File: src/rtl/keypad_scan.sv
// 4x4 matrix keypad scanner: walks an active-low column drive, debounces the
// first low row seen, and reports the accepted key until it is released.
module keypad_scan #(
  parameter int DIV  = 4999,
  parameter int DB_N = 7
) (
  input  logic       MHz,
  input  logic       Reset,
  input  logic [3:0] row,
  output logic [3:0] col,
  output logic [3:0] key,
  output logic       valid,
  output logic       pressed
);

  localparam int              CW     = (DIV > 0) ? $clog2(DIV + 1) : 1;
  localparam int              DW     = (DB_N > 0) ? $clog2(DB_N + 1) : 1;
  localparam logic [CW-1:0]   DIV_V  = CW'(DIV);
  localparam logic [DW-1:0]   DB_MAX = DW'(DB_N);

  typedef enum logic [1:0] {
    SCAN,
    PDB,
    HELD,
    RDB
  } state_t;

  state_t        state;
  logic [3:0]    r1;
  logic [3:0]    rs;
  logic [CW-1:0] cnt;
  logic          tick;
  logic [1:0]    col_idx;
  logic [1:0]    r_idx;
  logic [DW-1:0] db_cnt;
  logic [DW-1:0] db_inc;
  logic [1:0]    low_idx;
  logic          low_found;
  logic          sel_high;

  always_ff @(posedge MHz or negedge Reset) begin
    if (!Reset) begin
      r1 <= '1;
      rs <= '1;
    end else begin
      r1 <= row;
      rs <= r1;
    end
  end

  always_ff @(posedge MHz or negedge Reset) begin
    if (!Reset)    cnt <= '0;
    else if (tick) cnt <= '0;
    else           cnt <= cnt + CW'(1);
  end

  assign tick = (cnt == DIV_V);

  // Lowest-numbered low row wins when several rows are low together.
  always_comb begin
    low_idx   = '0;
    low_found = 1'b0;
    for (int unsigned i = 0; i < 4; i++) begin
      if (!rs[i] && !low_found) begin
        low_idx   = 2'(i);
        low_found = 1'b1;
      end
    end
  end

  assign sel_high = rs[r_idx];
  assign db_inc   = (db_cnt == DB_MAX) ? db_cnt : db_cnt + DW'(1);
  assign col      = ~(4'b0001 << col_idx);

  always_ff @(posedge MHz or negedge Reset) begin
    if (!Reset) begin
      state   <= SCAN;
      col_idx <= '0;
      r_idx   <= '0;
      db_cnt  <= '0;
      key     <= '0;
      valid   <= 1'b0;
      pressed <= 1'b0;
    end else begin
      valid <= 1'b0;
      if (tick) begin
        case (state)
          SCAN: begin
            if (rs == 4'hF) begin
              col_idx <= col_idx + 2'd1;
            end else begin
              r_idx  <= low_idx;
              db_cnt <= '0;
              state  <= PDB;
            end
          end
          PDB: begin
            if (!sel_high) begin
              db_cnt <= db_inc;
              if (db_inc == DB_MAX) begin
                key     <= {r_idx, col_idx};
                valid   <= 1'b1;
                pressed <= 1'b1;
                state   <= HELD;
              end
            end else begin
              col_idx <= col_idx + 2'd1;
              state   <= SCAN;
            end
          end
          HELD: begin
            if (sel_high) begin
              db_cnt <= DW'(1);
              state  <= RDB;
            end
          end
          RDB: begin
            if (sel_high) begin
              db_cnt <= db_inc;
              if (db_inc == DB_MAX) begin
                pressed <= 1'b0;
                col_idx <= col_idx + 2'd1;
                state   <= SCAN;
              end
            end else begin
              state <= HELD;
            end
          end
          default: state <= SCAN;
        endcase
      end
    end
  end

endmodule

File: config.mk
export PLATFORM = sky130hd
export DESIGN_NAME = keypad_scan
export DESIGN_NICKNAME = d
export VERILOG_FILES = /design/src/rtl/keypad_scan.sv
export SDC_FILE = /design/constraint.sdc
export NUM_CORES = 1
export LEC_CHECK = 0
export CORE_MARGIN = 2
export CORE_UTILIZATION = 42
export DETAILED_ROUTE_END_ITERATION = 16
export HOLD_SLACK_MARGIN = 0.1
export SLEW_MARGIN = 5
export SYNTH_ARGS = -nofsm -noshare
export SYNTH_HDL_FRONTEND = slang
export SYNTH_SLANG_ARGS = --single-unit
File: constraint.sdc
create_clock -name MHz -period 2.6 [get_ports MHz]
set_input_delay 0.26 -clock MHz [delete_from_list [all_inputs] [get_ports MHz]]
set_output_delay 0.26 -clock MHz [all_outputs]
set_load 0.05 [all_outputs]
======== Word level (Yosys, flattened, before mapping) ========
Cells that the tools add are included.
word-level totals
  flip-flop bits (word level) ............. 36
  word-level logic and storage cells ...... 88
  input bits .............................. 6
operators by class
  reductions and logical operators ........ 17
  order comparisons ....................... 1
  shift operators ......................... 1
  $add $sub $neg .......................... 3
  equality and inequality tests ........... 17
  bitwise logic cells ..................... 3
  multiplexer cells ....................... 36
operators by type and width
  operator                                                                      number
  2-bit two-way mux                                                             12
  2-bit != test, second input constant                                          8
  3-bit two-way mux                                                             5
  13-bit by 1-bit adder with 13-bit output, second input constant               1
  13-bit == test, second input constant                                         1
  1-bit two-way mux                                                             13
  13-bit two-way mux                                                            1
  3-bit case mux with 4 select lines                                            1
  6-bit AND reduction                                                           2
  5-bit AND reduction                                                           2
  2-bit case mux with 4 select lines                                            1
  3-bit == test, second input constant                                          2
  3-bit != test, second input constant                                          2
  2-bit case mux with 3 select lines                                            1
  1-bit zero test                                                               5
  2-bit == test, second input constant                                          2
  4-bit == test, second input constant                                          1
  4-bit NOT                                                                     1
  4-bit AND reduction                                                           1
  1-bit by 2-bit << shifter with 4-bit output, first input constant             1
  3-bit by 1-bit adder with 3-bit output, second input constant                 1
  1-bit logical AND                                                             3
  2-bit by 3-bit less-than comparator with 1-bit output, second input constant  1
  3-bit AND reduction                                                           1
  8 further kinds                                                               9

======== Logic depth before layout (Yosys ltp) ========
  depth in word-level cells ............... 9
  depth in mapped cells ................... 7

======== Worst setup path after synthesis ========
OpenSTA, ideal clock, no wires.
  kind .................................... register to register
  start ................................... reg db_cnt[0]
  end ..................................... reg key[0]
  setup time .............................. 0.125 ns
  stages on the path, launching flop included .. 8
  buffers on the path ..................... 1
  arrival ................................. 1.957 ns
  data required time ...................... 2.475 ns
  period minus slack after synthesis ...... 2.082 ns
  path slack .............................. 0.518 ns
  cells stage by stage .................... dfrtp_1 -> ha_1 -> xnor2_1 -> o22ai_1 -> nand2_1 -> or4_4 -> buf_6 -> mux2_4
between the ends
  word-level cells in the longest chain between the ends .. 4
  elaborated cells between the ends (all ways) .. 5
ends and longest elaborated chain
  element                                                                         line  text
  start: declaration                                                              35    logic [DW-1:0] db_cnt;
  start signal: assignment                                                        99    db_cnt <= db_inc;
  start signal: assignment                                                        119   db_cnt <= db_inc;
  3-bit by 1-bit adder with 3-bit output / 3-bit == test (equally long branches)  72    assign db_inc = (db_cnt == DB_MAX) ? db_cnt : db_cnt + DW'(1);
  3-bit two-way mux (*)                                                           72
  3-bit == test (*)                                                               100   if (db_inc == DB_MAX) begin
  4-bit AND reduction (no source line) (*)                                        --
  end signal: assignment                                                          101   key <= {r_idx, col_idx};
  end: declaration                                                                11    output logic [3:0] key,
Every way passes the cells marked *; elsewhere a longest branch is shown, timed or not.
A chain may end at the register's enable or synchronous reset.

======== Final worst setup path ========
  start ................................... reg cnt[0]
  end ..................................... reg pressed
between the ends
  word-level cells in the longest chain between the ends .. 2
ends and longest elaborated chain
  element                               line  text
  start: declaration                    31    logic [CW-1:0] cnt;
  start signal: assignment              54    else cnt <= cnt + CW'(1);
  13-bit == test                        57    assign tick = (cnt == DIV_V);
  6-bit AND reduction (no source line)  --
  end signal: assignment                83    pressed <= 1'b0;
  end signal: assignment                103   pressed <= 1'b1;
  end signal: assignment                121   pressed <= 1'b0;
  end: declaration                      13    output logic pressed
No other way between the ends.

==> reports/metrics.yaml <==
power:
  p_clk_share_pct: 41.8
  swShare_pct: 20.2
  leakage_nw: 0.887
  p_comb_share_pct: 2.5
  cellPowerDensity_mw_per_mm2: 501
  p_int_w: 0.000825
  switchingPower_w: 0.000208
  p_seq_share_pct: 55.7
  ir_drop_v: 0.000262
die:
  die_h_um: 68.7
  die_w_um: 68.7
  io_pins: 16
  row_count: 23
  core_mm2: 0.00400
  die_area_mm2: 0.00472
  initial_utilization_pct: 43.9
worst_setup_path:
  cp_slowest_cell: "a211oi_1"
  path_max_fanout: 8
  ff2ff_setup_slack_ps: 420
  cp-start-kind: "register"
  slowest_delay_ps: 500
  timing.rr.end: "pressed$_DFFE_PN0P_"
  crit_path_end_kind: "register"
  critPathKind: "register to register"
  path_cells: "ha_1 > and4bb_2 > nand3_2 > a211oi_1 > nand3_1 > mux2_1"
  cp.arrival_ps: 2340
  worstRegToRegCells: 6
  crit_required_ps: 2760
  r2r-start: "cnt[0]$_DFF_PN0_"
hold_path:
  hold_start: "r1[3]$_DFF_PN1_"
  hold_end: "rs[3]$_DFF_PN1_"
  hold_path_depth: 0
  hold_class: "register to register"
cts:
  cts_hold_buf: 0
  cts_tree: "yes"
  cts_buffer_depth: 2
  h-tree-depth: 2
  cts_resized: 0
  cts_sinks: 36
  clock_latency_ps: 280
  clkTransAtPathRegs_ps: 70
  ctsRootBufferMaster: "clkbuf_8"
  post_cts_buffers: 0
  cts_buffers: 5
layout:
  drive_gt1_share_pct: 15.2
  fin_area_mm2: 0.00206
  nets: 189
  area_growth_pct: 17.3
  antenna_cells: 0
grt:
  antenna_found_initial: 0
  grt_max_degree: 37
  grt-ovfl-total: 0
  grt_pass1_vias: 1159
  grt_usage_pct: 15.2
  grt_pass1_wl_um: 5290
timing:
  worst_slew_pin_slew_ps: 501
  fin_crit_ps: 2180
  setup_violations: 0
  rsz0062_at_grt: "false"
  setup-tns-final_ps: 0
  maxClockFrequency_ghz: 0.459
  relSlewSlack_pct: 66.4
  drv_slew: 0
  finalClockSkew_ps: 5.24
  hold_viol_final: 0
  finalCritPeriodShare_pct: 83.9
yosys:
  avgSynthCellArea_um2: 11.2
  synth_warnings: 0
  ys_ff_latch: 36
  ys_seq_area_share_pct: 51.8
  synth_edf_count: 0
  syn_inst: 157
  synth_flop_cell: "dfrtp_1"
  synth_area_mm2: 0.00176
  ys_async_sr_fraction_pct: 100
  synth_cell_type_count: 42
  syn_nets: 169
drt:
  wl_per_cell_um: 13.0
  first_iter_violations: 70
  routed_wl_um: 2970
  vias: 1206
  detail-route-antenna-nets: 0
  route.detailed.drc: 0
  vias_per_cell: 5.29
  first_pass_iters: 4
placed_design:
  port_buffers: 15
  dp_hpwl_um: 2120
  place_congestion: 0.792
  place_area_mm2: 0.00196
job:
  drv_cap: 0
outcome:
  status: "finished, final reports clean"
## logic make-up (layout without fill, tap and decap cells)
group	count (synthesis)	after routing	share of synthesized area, %
xor gates and xnor gates	14	14	6.98
muxes	11	11	8.26
buffers and inverters	16	37	3.91
adders and majority gates	6	6	4.27
and+or+nand+nor	55	55	17.9
DFF	36	36	51.8
AOI/OAI and AO/OA	19	19	6.83
## worst max-delay path by stage
stage / depth (start not counted) / to / start / slack, ps
2_1_floorplan: 7 / key[0]$_DFFE_PN0P_ / db_cnt[0]$_DFFE_PN0P_ / 520
3_3_place_gp: 6 / pressed$_DFFE_PN0P_ / cnt[0]$_DFF_PN0_ / 480
3_5_place_dp: 6 / pressed$_DFFE_PN0P_ / cnt[0]$_DFF_PN0_ / 440
4_1_cts: 6 / pressed$_DFFE_PN0P_ / cnt[0]$_DFF_PN0_ / 430
5_1_grt: 6 / pressed$_DFFE_PN0P_ / cnt[0]$_DFF_PN0_ / 240
6_report: 6 / pressed$_DFFE_PN0P_ / cnt[0]$_DFF_PN0_ / 420
## placed cells by master (no fill, tap or decap), types with 3 or more instances in the layout
master / synthesis / final
nand2b_1: 3 / 3
inv_1: 12 / 12
nand3_1: 11 / 11
a21oi_1: 5 / 5
nand2_1: 9 / 9
clkdlybuf4s50_1: 0 / 15
mux2_4: 4 / 4
mux2i_1: 4 / 4
xor2_1: 5 / 5
o21ai_0: 3 / 3
clkbuf_8: 0 / 7
dfstp_2: 8 / 8
and3_1: 5 / 5
nor2_1: 12 / 12
xnor2_1: 9 / 9
ha_1: 6 / 6
dfrtp_1: 28 / 28
## synthesized netlist by cell type, types with 5 or more instances
master	instances	area [µm²]
nand2_1	9	33.8
nand3_1	11	55.1
and3_1	5	31.3
dfrtp_1	28	701
dfstp_2	8	210
inv_1	12	45.0
nor2_1	12	45.0
a21oi_1	5	25.0
xor2_1	5	43.8
xnor2_1	9	78.8
ha_1	6	75.1
## critical path, delay by kind of cell (launching register included)
family                   cells  cell delay [ps]
AND/OR/NAND/NOR              3              590
AO/OA/AOI/OAI                1              500
flip-flops                   1              400
multiplexers                 1              320
adder cells (fa/ha/maj)      1              240
## state kept, by name, summed over array words and instances (netlist names), 2 cells and up, named ones only
register,cells
col_idx,2
cnt,13
key,4
r1,4
rs,4
db_cnt,3
r_idx,2
## area by class of cell
| type | count | area [µm²] |
|---|---|---|
| well taps | 50 | 62.6 |
| flip-flops and latches | 36 | 911 |
| fillers | 355 | 1940 |
| inverters | 12 | 45.0 |
| clock buffers | 8 | 100 |
| repair buffers | 17 | 165 |
| multi-input cells | 105 | 778 |
## power groups by stage
stage          combinational [W]  clock [W]  sequential [W]
2_1_floorplan         0.00000671          0        0.000585
3_3_place_gp           0.0000268          0        0.000585
3_5_place_dp           0.0000272          0        0.000586
4_1_cts                0.0000272   0.000440        0.000575
5_1_grt                0.0000301   0.000472        0.000576
6_report               0.0000262   0.000431        0.000575
## metal layers
metal | GRT usage (%) | share of wire, % | vias up
met5 | 0 | 0 | -
met4 | 5.88 | 0.77 | 0
met3 | 3.90 | 3.3 | 2
met2 | 25.1 | 49 | 23
met1 | 19.2 | 47 | 592
li1 | - | - | 589
## stage by stage
| step | utilization [%] | setup slack (ps) | instances | hold slack [ps] | power, W |
|---|---|---|---|---|---|
| 2_1_floorplan | - | 518 | 157 | -35.6 | 0.000591 |
| 3_3_place_gp | 49.0 | 478 | 220 | 345 | 0.000612 |
| 3_5_place_dp | 49.0 | 436 | 220 | 347 | 0.000613 |
| 4_1_cts | 51.5 | 430 | 228 | 357 | 0.00104 |
| 5_1_grt | 51.5 | 241 | 228 | 362 | 0.00108 |
| 6_report | 51.5 | 420 | 228 | 356 | 0.00103 |
Note: power is estimated with default switching activity, not from simulation.
